## src/rtl/serial_nbit_adder.sv

```systemverilog
// -----------------------------------------------------------------------------
// serial_nbit_adder
//   Digit-serial adder/subtractor. A request is captured in IDLE, then the
//   operands are consumed DIGIT bits per clock through a DIGIT-wide ripple chain
//   of full-adder cells. After WIDTH/DIGIT RUN cycles the result is presented
//   in DONE and held until the consumer accepts it.
//
// Parameters
//   WIDTH   operand / sum width in bits (>= 2)
//   DIGIT   bits processed per clock; must divide WIDTH
//
// Ports
//   clk_i    clock, all logic on the rising edge
//   rst_ni   synchronous active-low reset
//   valid_i  request valid            ready_o  request can be accepted (IDLE)
//   a_i,b_i  operands                 c_i      carry-in (add mode only)
//   sub_i    0: a+b+c_i, 1: a-b
//   valid_o  result valid (DONE)      ready_i  consumer accepts result
//   sum_o    result                   c_o      carry-out (sub: 1 = no borrow)
//   ovf_o    two's-complement signed overflow
// -----------------------------------------------------------------------------
module serial_nbit_adder #(
  parameter int WIDTH = 8,
  parameter int DIGIT = 1
) (
  input  logic             clk_i,
  input  logic             rst_ni,
  input  logic             valid_i,
  output logic             ready_o,
  input  logic [WIDTH-1:0] a_i,
  input  logic [WIDTH-1:0] b_i,
  input  logic             c_i,
  input  logic             sub_i,
  output logic             valid_o,
  input  logic             ready_i,
  output logic [WIDTH-1:0] sum_o,
  output logic             c_o,
  output logic             ovf_o
);

  localparam int N  = WIDTH / DIGIT;
  localparam int CW = (N > 1) ? $clog2(N) : 1;
  localparam logic [CW-1:0] LAST = CW'(N - 1);

  generate
    if (WIDTH < 2 || DIGIT < 1 || DIGIT > WIDTH || (WIDTH % DIGIT) != 0) begin : g_bad_param
      $error("serial_nbit_adder: WIDTH must be >= 2 and a multiple of DIGIT");
    end
  endgenerate

  typedef enum logic [1:0] {IDLE, RUN, DONE} state_t;

  state_t           state_reg;
  logic [CW-1:0]    cnt_reg;
  logic             carry_reg;
  logic [WIDTH-1:0] a_reg;     // remaining bits of a, LSB first
  logic [WIDTH-1:0] b_reg;     // remaining bits of effective b (inverted for sub)
  logic [WIDTH-1:0] sum_reg;   // result digits enter at the top and shift down

  logic [DIGIT-1:0] digit_sum;
  logic [DIGIT:0]   cy;        // cy[i] is the carry into cell i of this digit

  assign cy[0] = carry_reg;

  genvar gi;
  generate
    for (gi = 0; gi < DIGIT; gi++) begin : g_fa
      assign digit_sum[gi] = a_reg[gi] ^ b_reg[gi] ^ cy[gi];
      assign cy[gi+1]      = (a_reg[gi] & b_reg[gi]) | (cy[gi] & (a_reg[gi] ^ b_reg[gi]));
    end
  endgenerate

  always_ff @(posedge clk_i) begin
    if (!rst_ni) begin
      state_reg <= IDLE;
      cnt_reg   <= '0;
      carry_reg <= 1'b0;
      a_reg     <= '0;
      b_reg     <= '0;
      sum_reg   <= '0;
      ready_o   <= 1'b1;
      valid_o   <= 1'b0;
      sum_o     <= '0;
      c_o       <= 1'b0;
      ovf_o     <= 1'b0;
    end else begin
      case (state_reg)
        IDLE: begin
          if (valid_i) begin
            // Subtraction is a + ~b + 1, so only b and the initial carry differ.
            a_reg     <= a_i;
            b_reg     <= sub_i ? ~b_i : b_i;
            carry_reg <= sub_i ? 1'b1 : c_i;
            cnt_reg   <= '0;
            ready_o   <= 1'b0;
            state_reg <= RUN;
          end
        end

        RUN: begin
          a_reg     <= a_reg >> DIGIT;
          b_reg     <= b_reg >> DIGIT;
          // Prepend the new digit and drop the lowest DIGIT bits; after N
          // cycles the first digit has reached bit 0.
          sum_reg   <= WIDTH'({digit_sum, sum_reg} >> DIGIT);
          carry_reg <= cy[DIGIT];
          cnt_reg   <= cnt_reg + CW'(1);
          if (cnt_reg == LAST) begin
            sum_o     <= WIDTH'({digit_sum, sum_reg} >> DIGIT);
            c_o       <= cy[DIGIT];
            // Top cell of the final digit is bit WIDTH-1 of the word.
            ovf_o     <= cy[DIGIT] ^ cy[DIGIT-1];
            valid_o   <= 1'b1;
            state_reg <= DONE;
          end
        end

        DONE: begin
          if (ready_i) begin
            valid_o   <= 1'b0;
            ready_o   <= 1'b1;
            state_reg <= IDLE;
          end
        end

        default: begin
          valid_o   <= 1'b0;
          ready_o   <= 1'b1;
          state_reg <= IDLE;
        end
      endcase
    end
  end

endmodule

```

## config.mk

```make
export PLATFORM = sky130hd
export DESIGN_NAME = serial_nbit_adder
export DESIGN_NICKNAME = d
export VERILOG_FILES = /design/src/rtl/serial_nbit_adder.sv
export SDC_FILE = /design/constraint.sdc
export NUM_CORES = 1
export LEC_CHECK = 0
export ABC_CLOCK_PERIOD_IN_PS = 3600
export BUFFER_PORTS_ARGS = -buffer_cell sky130_fd_sc_hd__clkbuf_2
export CAP_MARGIN = 20
export CORE_MARGIN = 2
export CORE_UTILIZATION = 31
export CTS_BUF_LIST = sky130_fd_sc_hd__clkbuf_4
export DETAILED_ROUTE_END_ITERATION = 8
export GPL_TIMING_DRIVEN = 0
export PLACE_DENSITY = 0.53
export REMOVE_ABC_BUFFERS = 1
export SLEW_MARGIN = 20
export SYNTH_ARGS = -nofsm -noshare
export SYNTH_HDL_FRONTEND = slang
export SYNTH_SLANG_ARGS = --single-unit
```

## constraint.sdc

```tcl
create_clock -name clk_i -period 3.6 [get_ports clk_i]
set_input_delay 0 -clock clk_i [delete_from_list [all_inputs] [get_ports clk_i]]
set_output_delay 0 -clock clk_i [all_outputs]
set_load 0.005 [all_outputs]
```

After elaboration in Yosys (flattened, before gate mapping)
Cells that the tools add are included.
{"block": "totals", "regBits": 42, "out_inout_bits": 12}
{"block": "classes", "n_mux": 20, "n_reduce_logical": 7, "n_eq_ne": 6, "bitwise_logic": 9, "addsub": 1}
{"cell": "$pmux W8 S2", "count": 2}
{"cell": "$mux W8", "count": 3}
{"cell": "$reduce_and A3 Y1", "count": 3}
{"cell": "$not A8 Y8", "count": 1}
{"cell": "$mux W1", "count": 6}
{"cell": "$mux W2", "count": 3}
{"cell": "$ne A2 B2 Y1 const B", "count": 3}
{"cell": "$pmux W1 S3", "count": 2}
{"cell": "$pmux W2 S3", "count": 1}
{"cell": "$pmux W3 S2", "count": 1}
{"cell": "$reduce_and A2 Y1", "count": 2}
{"cell": "$add A3 B1 Y3 const B", "count": 1}
{"cell": "$eq A3 B3 Y1 const B", "count": 1}
{"cell": "$mux W3", "count": 1}
{"cell": "$xor A1 B1 Y1", "count": 3}
{"cell": "$and A1 B1 Y1", "count": 2}
{"cell": "$eq A2 B1 Y1 const B", "count": 1}
{"cell": "$eq A2 B2 Y1 const B", "count": 1}
{"cell": "$logic_not A2 Y1", "count": 1}
{"cell": "$not A1 Y1", "count": 2}
{"cell": "$pmux W1 S2", "count": 1}
{"cell": "$reduce_bool A2 Y1", "count": 1}
{"cell": "$or A1 B1 Y1", "count": 1}

Longest topological paths before layout
Gate-level depths: netlist (run 1).
{"block": "depth", "word_depth": 4, "ltp_mapped": 6}

Worst setup path before layout (run 1)
OpenSTA, ideal clock, no wires.
{"block": "synth_timing", "kind": "register to register", "startpoint": "reg cnt_reg[0]", "endpoint": "reg ovf_o", "t_arrival_ns": 1.206, "required_time_ns": 3.484, "setup_slack_ns": 2.278, "stages_incl_launch_ff": 6, "cell_sequence": "dfxtp_1 > ha_1 > ha_1 > and3b_1 > buf_4 > o211a_1"}
{"block": "synth_between", "elab_chain_cells": 2}
{"item": "from (decl)", "line_no": "54", "source": "logic [CW-1:0] cnt_reg;"}
{"item": "from (signal assigned)", "line_no": "107", "source": "cnt_reg <= cnt_reg + CW'(1);"}
{"item": "$eq A3 B3 Y1", "line_no": "108", "source": "if (cnt_reg == LAST) begin"}
{"item": "$reduce_and A2 Y1 (no line)"}
{"item": "to (signal assigned)", "line_no": "112", "source": "ovf_o <= cy[DIGIT] ^ cy[DIGIT-1];"}
{"item": "to (decl)", "line_no": "38", "source": "output logic ovf_o"}
No other way between the ends.
A chain may end at the register's enable or synchronous reset.

Worst setup path in the final report (run 1)
{"block": "layout_timing", "startpoint": "reg state_reg[0]", "endpoint": "reg a_reg[0]"}
{"block": "layout_between", "elab_chain_cells": 3, "elab_cells_between_ends": 6, "cone_classes": "2 x eq/ne; 1 x mux; 3 x reduce/logical"}
{"item": "from (decl)", "line_no": "53", "source": "state_t state_reg;"}
{"item": "from (signal assigned)", "line_no": "75", "source": "state_reg <= IDLE;"}
{"item": "from (signal assigned)", "line_no": "96", "source": "state_reg <= RUN;"}
{"item": "from (signal assigned)", "line_no": "114", "source": "state_reg <= DONE;"}
{"item": "$eq A2 B1 Y1 / $logic_not A2 Y1 (equally long branches)", "line_no": "87", "source": "case (state_reg)"}
{"item": "$reduce_bool A2 Y1 (no line) / $ne A2 B2 Y1 (equally long branches)"}
{"item": "$reduce_and A2 Y1 (no line)"}
{"item": "to (signal assigned)", "line_no": "91", "source": "a_reg <= a_i;"}
{"item": "to (signal assigned)", "line_no": "101", "source": "a_reg <= a_reg >> DIGIT;"}
{"item": "to (decl)", "line_no": "56", "source": "logic [WIDTH-1:0] a_reg;"}
Several ways; a longest one is shown, not always the timed one.

==> flow_results.xml, run 1 <==
<?xml version="1.0" encoding="UTF-8"?>
<metrics>
  <group name="cells_and_area">
    <metric name="finish.net_count" unit="">266</metric>
    <metric name="area_of_the_multi_input_gates" unit="um2">876</metric>
    <metric name="fraction_of_final_layout_cells_with_drive_strength_greater_than_1" unit="%">17.8</metric>
    <metric name="area_growth_syn_to_layout" unit="%">18.7</metric>
    <metric name="utilization" unit="%">38.5</metric>
    <metric name="number_of_standard_cells_in_the_layout_taps_in_and_fillers_out" unit="">314</metric>
    <metric name="insertedDiodeCount" unit="">0</metric>
    <metric name="layout.area.seq" unit="um2">821</metric>
    <metric name="fillerInstances" unit="">591</metric>
  </group>
  <group name="floorplan">
    <metric name="die_w" unit="um">80.2</metric>
    <metric name="core.rowCount" unit="">27</metric>
    <metric name="die_height" unit="um">80.2</metric>
    <metric name="placeableCoreArea" unit="um2">5540</metric>
    <metric name="start_util" unit="%">32.5</metric>
    <metric name="ios" unit="">34</metric>
    <metric name="die-area" unit="um2">6420</metric>
  </group>
  <group name="sta">
    <metric name="slew_headroom" unit="%">53.2</metric>
    <metric name="count_of_endpoints_failing_hold_in_the_final_timing_report" unit="">0</metric>
    <metric name="shortest_period_the_worst_path_allows" unit="ns">1.76</metric>
    <metric name="clock_skew" unit="ns">0.00455</metric>
    <metric name="setup-tns-final" unit="ns">0</metric>
    <metric name="worst_hold_slack" unit="ns">0.0221</metric>
    <metric name="tightestPinTransition" unit="ns">0.702</metric>
    <metric name="setup_viol" unit="">0</metric>
    <metric name="grt_setup_unrepaired" unit="">false</metric>
    <metric name="layout_worst_path_cycle_share" unit="%">48.8</metric>
    <metric name="timing_max_transition_violations_final" unit="">0</metric>
    <metric name="fmax" unit="MHz">570</metric>
  </group>
  <group name="synth">
    <metric name="synth_largest_area_cell" unit="">dfxtp_1</metric>
    <metric name="ys_types" unit="">36</metric>
    <metric name="area_share_of_the_largest_cell_type_after_synthesis" unit="%">45.7</metric>
    <metric name="synth_sequential_area_ratio" unit="%">45.7</metric>
    <metric name="synth_edf_count" unit="">0</metric>
    <metric name="post_synth.cell_area_avg" unit="um2">8.86</metric>
    <metric name="yosys-top-cells-area" unit="">dfxtp_1 46%, nand2_1 7.5%, a21boi_0 7.1%</metric>
    <metric name="synth-seq-cells" unit="">41</metric>
    <metric name="yosys_warnings" unit="">0</metric>
    <metric name="synth-main-ff-cell" unit="">dfxtp_1</metric>
    <metric name="async_flop_share" unit="%">0</metric>
    <metric name="netlist_instances" unit="">203</metric>
    <metric name="syn-cell-area" unit="um2">1800</metric>
  </group>
  <group name="global_routing">
    <metric name="grt_pass1_vias" unit="">1450</metric>
    <metric name="antenna_found_initial" unit="">0</metric>
    <metric name="grt.overflow.total" unit="">0</metric>
    <metric name="maximum_number_of_pins_on_one_net_before_global_route_repair" unit="">43</metric>
    <metric name="grt_pass1_wl" unit="um">6490</metric>
    <metric name="gr-usage-all-layers" unit="%">12.7</metric>
  </group>
  <group name="cts">
    <metric name="clk-insertion-delay-late" unit="ns">0.34</metric>
    <metric name="cts_tree" unit="">yes</metric>
    <metric name="cts-buffers-inserted" unit="">5</metric>
    <metric name="cts.sink_count" unit="">41</metric>
    <metric name="h-tree-depth" unit="">2</metric>
    <metric name="clockBufferDepth" unit="">2</metric>
    <metric name="clkSlewWorstSetupHoldPaths" unit="ns">0.12</metric>
    <metric name="post_cts.repair.setup_buffers" unit="">0</metric>
    <metric name="cts_root_buf" unit="">clkbuf_4</metric>
  </group>
  <group name="flow_run">
    <metric name="max_cap_violations" unit="">0</metric>
  </group>
  <group name="worst_setup_path">
    <metric name="startpoint_type" unit="">register</metric>
    <metric name="crit_path_max_fanout" unit="">19</metric>
    <metric name="critPathArrivalTime" unit="ns">2.04</metric>
    <metric name="path_cells" unit="">o21ba_1 -&gt; o21ai_0 -&gt; a21oi_1</metric>
    <metric name="timing.critical_path.slowest_cell_delay" unit="ns">0.76</metric>
    <metric name="cell_type_of_the_slowest_stage_on_the_worst_timing_path" unit="">dfxtp_1</metric>
    <metric name="timing.critical_path.required" unit="ns">3.88</metric>
    <metric name="timing_worst_setup_path_type" unit="">register to register</metric>
    <metric name="critical_path.endpoint_type" unit="">register</metric>
  </group>
  <group name="place">
    <metric name="port_buffers" unit="">33</metric>
    <metric name="place.detailed.instances" unit="">294</metric>
    <metric name="gp_routability_congestion" unit="">0.681</metric>
    <metric name="dp_hpwl" unit="um">2390</metric>
  </group>
  <group name="detailed_routing">
    <metric name="dr.pass1.iters" unit="">4</metric>
    <metric name="avgViaCountPerCell" unit="">4.76</metric>
    <metric name="antenna_left" unit="">0</metric>
    <metric name="wl_per_cell" unit="um">11.8</metric>
    <metric name="via_count" unit="">1494</metric>
    <metric name="remaining_drc_errors" unit="">0</metric>
    <metric name="drt_wl_total" unit="um">3710</metric>
    <metric name="drt_iter0_drc" unit="">53</metric>
  </group>
  <group name="outcome">
    <metric name="outcome" unit="">finished, final reports clean</metric>
  </group>
  <group name="power">
    <metric name="p_per_area" unit="nW/um2">387</metric>
    <metric name="vdd.ir_drop.worst" unit="mV">0.173</metric>
    <metric name="power" unit="uW">827</metric>
    <metric name="p_leak" unit="nW">0.832</metric>
  </group>
  <group name="worst_hold_path">
    <metric name="worst_hold_path_type" unit="">primary input to register</metric>
  </group>
</metrics>
## layer usage
metal,wire (um),track usage [%]
met5,0,0
met4,52,4.24
met3,175,3.15
met2,1590,21.4
met1,1900,15.7
## worst paths after layout
| kind | startpoint | endpoint | slack [ns] | cells after the start |
|---|---|---|---|---|
| max | state_reg[0] | a_reg[0] | 1.84 | 3 |
| min | a_i[4] | a_reg[4] | 0.02 | 4 |
| max reg2reg | state_reg[0] | a_reg[0] | 1.84 | 3 |
| min reg2reg | b_reg[7] | b_reg[7] | 0.47 | 2 |
## area by class of cell
type                       instances  share of cell area, %
multi-input combinational        146                   41.0
clock inverter                     2                  0.469
inverter                           2                  0.352
tap                               72                   4.22
timing repair buffer              45                   13.4
clock buffer                       6                   2.11
sequential                        41                   38.5
## worst max-delay path, delay by kind of cell, from the launching register on
kind | cells | cell delay (ns)
flip-flops | 1 | 0.76
AO/OA/AOI/OAI | 3 | 0.94
## report_power, final
part           switching, mW  internal (mW)
Combinational         0.0521         0.0522
Clock                  0.148         0.0821
Sequential            0.0165          0.476
Total                  0.216          0.611
## cell families (layout without fill, tap and decap cells)
group / after synthesis / in the layout / synth area share [%]
DFF: 41 / 41 / 45.7
buffers and inverters: 16 / 55 / 5.64
xor gates and xnor gates: 9 / 9 / 4.38
adders and majority gates: 3 / 3 / 2.51
and+or+nand+nor: 66 / 66 / 16.8
AOI/OAI and AO/OA: 68 / 68 / 25.1
## repair_timing
item	in CTS	in global routing
hold buffers	12	0
hold endpoints to repair	12	0
setup endpoints to repair	0	0
resized for setup	0	0
## layout by cell type, fill, tap and decap left out, types with 2 or more instances in the layout
master / Yosys / layout
o211a_1: 2 / 2
o21ai_0: 18 / 18
o22ai_1: 2 / 2
nand2b_1: 2 / 2
o2bb2ai_1: 5 / 5
clkbuf_4: 0 / 6
xnor2_1: 8 / 8
nor2_1: 15 / 15
clkbuf_2: 0 / 33
clkinv_1: 2 / 2
a211oi_1: 7 / 7
a21boi_0: 17 / 17
a22oi_1: 2 / 2
nand2_1: 36 / 36
nor2b_1: 3 / 3
dlygate4sd3_1: 0 / 12
a21oi_1: 10 / 10
dfxtp_1: 41 / 41
clkinv_2: 0 / 2
nand4_1: 2 / 2
ha_1: 2 / 2
## stage by stage
stage / worst slack, ns / instance area, um2
global route: 1.67 / 2130
detailed placement: 1.88 / 1960
global placement: 1.86 / 1960
finish: 1.84 / 2130
floorplan: 2.23 / 1700
CTS: 1.85 / 2130
## cells in the mapped netlist (all sizes together) (2+ instances only)
library cell and count:
a22oi 2, ha 2, xnor2 8, a21boi 17
nand4 2, a21oi 10, o2bb2ai 5, nand2 36
nor2b 3, o211a 2, a211oi 7, clkbuf 4
o22ai 2, clkinv 2, o21ai 19, buf 10
dfxtp 41, nand2b 3, nor2 15
Note: power is estimated with default switching activity, not from simulation.
==> inputs of run 2 (changes only) <==
Settings changed: ABC_CLOCK_PERIOD_IN_PS 3600 to 1500, PLACE_DENSITY 0.53 to 0.54.
Clock period 3.6 ns to 1.5 ns, I/O delays scaled along.
==> flow_results.xml, run 2 (synthesized netlist as in run 1, its figures left out) <==
<?xml version="1.0" encoding="UTF-8"?>
<metrics>
  <group name="sta">
    <metric name="fmax" unit="MHz">710</metric>
    <metric name="worst_hold_slack" unit="ns">0.0156</metric>
    <metric name="tightestPinTransition" unit="ns">0.688</metric>
    <metric name="count_of_endpoints_failing_hold_in_the_final_timing_report" unit="">0</metric>
    <metric name="timing_max_transition_violations_final" unit="">0</metric>
    <metric name="setup_viol" unit="">0</metric>
    <metric name="slew_headroom" unit="%">54.2</metric>
    <metric name="final_critical_path_setup_slack" unit="ns">0.0906</metric>
    <metric name="layout_worst_path_cycle_share" unit="%">94.0</metric>
    <metric name="grt_setup_unrepaired" unit="">true</metric>
    <metric name="shortest_period_the_worst_path_allows" unit="ns">1.41</metric>
    <metric name="setup-tns-final" unit="ns">0</metric>
    <metric name="clock_skew" unit="ns">0.0110</metric>
  </group>
  <group name="cells_and_area">
    <metric name="fraction_of_final_layout_cells_with_drive_strength_greater_than_1" unit="%">20.3</metric>
    <metric name="area_growth_syn_to_layout" unit="%">23.9</metric>
    <metric name="design_area" unit="um2">2230</metric>
    <metric name="fillerInstances" unit="">580</metric>
    <metric name="final_common_cell" unit="">dfxtp_1</metric>
    <metric name="finish.net_count" unit="">270</metric>
    <metric name="layout.cells.most_common_list" unit="">39 x dfxtp_1, 36 x nand2_1, 33 x clkbuf_2, 18 x o21ai_0, 17 x a21boi_0</metric>
    <metric name="insertedDiodeCount" unit="">0</metric>
    <metric name="number_of_standard_cells_in_the_layout_taps_in_and_fillers_out" unit="">318</metric>
  </group>
  <group name="cts">
    <metric name="cts-buffers-inserted" unit="">5</metric>
    <metric name="clk-insertion-delay-late" unit="ns">0.35</metric>
    <metric name="cts_root_buf" unit="">clkbuf_4</metric>
    <metric name="clkSlewWorstSetupHoldPaths" unit="ns">0.13</metric>
    <metric name="cts_tree" unit="">yes</metric>
    <metric name="cts.sink_count" unit="">41</metric>
    <metric name="clockBufferDepth" unit="">2</metric>
    <metric name="h-tree-depth" unit="">2</metric>
  </group>
  <group name="place">
    <metric name="worst_setup_timing_slack_at_the_placement_stage" unit="ns">-0.266</metric>
    <metric name="place.detailed.instances" unit="">294</metric>
    <metric name="port_buffers" unit="">33</metric>
    <metric name="dp_hpwl" unit="um">2400</metric>
    <metric name="placedInstanceArea" unit="um2">1960</metric>
    <metric name="gp_routability_congestion" unit="">0.657</metric>
  </group>
  <group name="worst_hold_path">
    <metric name="worst_hold_path_type" unit="">primary input to register</metric>
  </group>
  <group name="floorplan">
    <metric name="start_util" unit="%">32.5</metric>
    <metric name="core.rowCount" unit="">27</metric>
    <metric name="placeableCoreArea" unit="um2">5540</metric>
    <metric name="die_height" unit="um">80.2</metric>
    <metric name="ios" unit="">34</metric>
    <metric name="die_w" unit="um">80.2</metric>
    <metric name="die-area" unit="um2">6420</metric>
  </group>
  <group name="power">
    <metric name="vdd.ir_drop.worst" unit="mV">0.567</metric>
    <metric name="p_per_area" unit="nW/um2">1050</metric>
    <metric name="p_leak" unit="nW">0.871</metric>
  </group>
  <group name="detailed_routing">
    <metric name="via_count" unit="">1505</metric>
    <metric name="wl_per_cell" unit="um">12.0</metric>
    <metric name="antenna_left" unit="">0</metric>
    <metric name="remaining_drc_errors" unit="">0</metric>
    <metric name="dr.pass1.iters" unit="">3</metric>
    <metric name="avgViaCountPerCell" unit="">4.73</metric>
    <metric name="drt_wl_total" unit="um">3820</metric>
    <metric name="drt_iter0_drc" unit="">48</metric>
  </group>
  <group name="outcome">
    <metric name="outcome" unit="">finished, final reports clean</metric>
  </group>
  <group name="worst_setup_path">
    <metric name="critPathArrivalTime" unit="ns">1.65</metric>
    <metric name="timing.critical_path.required" unit="ns">1.74</metric>
    <metric name="crit_path_max_fanout" unit="">20</metric>
    <metric name="startpoint_type" unit="">register</metric>
    <metric name="timing.critical_path.slowest_cell_delay" unit="ns">0.59</metric>
    <metric name="timing_worst_setup_path_type" unit="">register to register</metric>
    <metric name="cell_type_of_the_slowest_stage_on_the_worst_timing_path" unit="">dfxtp_2</metric>
    <metric name="path_cells" unit="">clkinv_1 -&gt; o22ai_1 -&gt; a21oi_1</metric>
    <metric name="worst_path_bufs_invs" unit="">1</metric>
    <metric name="timing.critical_path.max_delay_family" unit="">flip-flops</metric>
    <metric name="critical_path.endpoint_type" unit="">register</metric>
  </group>
  <group name="global_routing">
    <metric name="antenna_found_initial" unit="">0</metric>
    <metric name="grt.overflow.total" unit="">0</metric>
    <metric name="gr-usage-all-layers" unit="%">12.4</metric>
    <metric name="grt_pass1_wl" unit="um">6280</metric>
    <metric name="maximum_number_of_pins_on_one_net_before_global_route_repair" unit="">43</metric>
    <metric name="grt_pass1_vias" unit="">1365</metric>
  </group>
  <group name="flow_run">
    <metric name="max_cap_violations" unit="">0</metric>
  </group>
</metrics>
-- run 2: changes by cell type in the layout (fill, tap and decap cells not counted), sizes merged --
cell | previous run | this run
clkbuf | 39 | 38
dlygate4sd3 | 12 | 13
clkinv | 4 | 2
bufinv | 0 | 2
buf | 0 | 2
and3b | 1 | 2
clkinvlp | 0 | 1
-- run 2: what timing repair did --
action	in CTS	in global routing
gates cloned	0	1
hold endpoints to repair	13	0
setup endpoints to repair	33	1
buffers inserted	2	0
gates resized for setup	3	3
hold buffers	13	0
-- run 2: area by class of cell --
class                           instances  area, um2  area share, %
Tap cell                               72       90.1           4.04
Inverter                                2       11.3          0.506
Clock buffer                            5       37.5           1.69
Timing Repair Buffer                   48        314           14.1
Clock inverter                          3       65.1           2.92
Multi-Input combinational cell        147        886           39.8
Sequential cell                        41        823           37.0
-- run 2: through the flow --
| step | utilization (%) | power, mW |
|---|---|---|
| 3_3_place_gp | 35.4 | 1.44 |
| 3_5_place_dp | 35.4 | 1.44 |
| 2_1_floorplan | - | 1.34 |
| 5_1_grt | 40.2 | 2.43 |
| 6_report | 40.2 | 2.34 |
| 4_1_cts | 39.9 | 2.36 |
-- run 2: path summary, 6_finish.rpt --
| kind | start | end | slack (ns) | depth (start not counted) |
|---|---|---|---|---|
| setup / recovery | state_reg[0] | a_reg[1] | 0.09 | 3 |
| hold / removal | a_i[2] | a_reg[2] | 0.02 | 4 |
| setup reg to reg | state_reg[0] | a_reg[1] | 0.09 | 3 |
| hold reg to reg | b_reg[7] | b_reg[7] | 0.47 | 2 |
-- run 2: report_power, final --
group          switching, mW  internal (mW)  total [mW]
combinational          0.126          0.128       0.254
clock                  0.386          0.516       0.902
sequential            0.0411           1.14        1.19
total                  0.554           1.79        2.34
-- run 2: layer usage --
layer / track usage (%) / share of wire, % / vias to the layer above
met4: 4.07 / 0.68 / 0
met1: 15.6 / 50 / 674
li1: - / - / 796
met2: 19.9 / 44 / 30
met3: 3.93 / 4.7 / 5
met5: 0 / 0 / -
-- run 2: tightest hold or removal path, stage by stage --
cell	delay, ns
clkbuf_2	0.08
nor2_1	0.08
o2bb2ai_1	0.11
a21oi_1	0.06
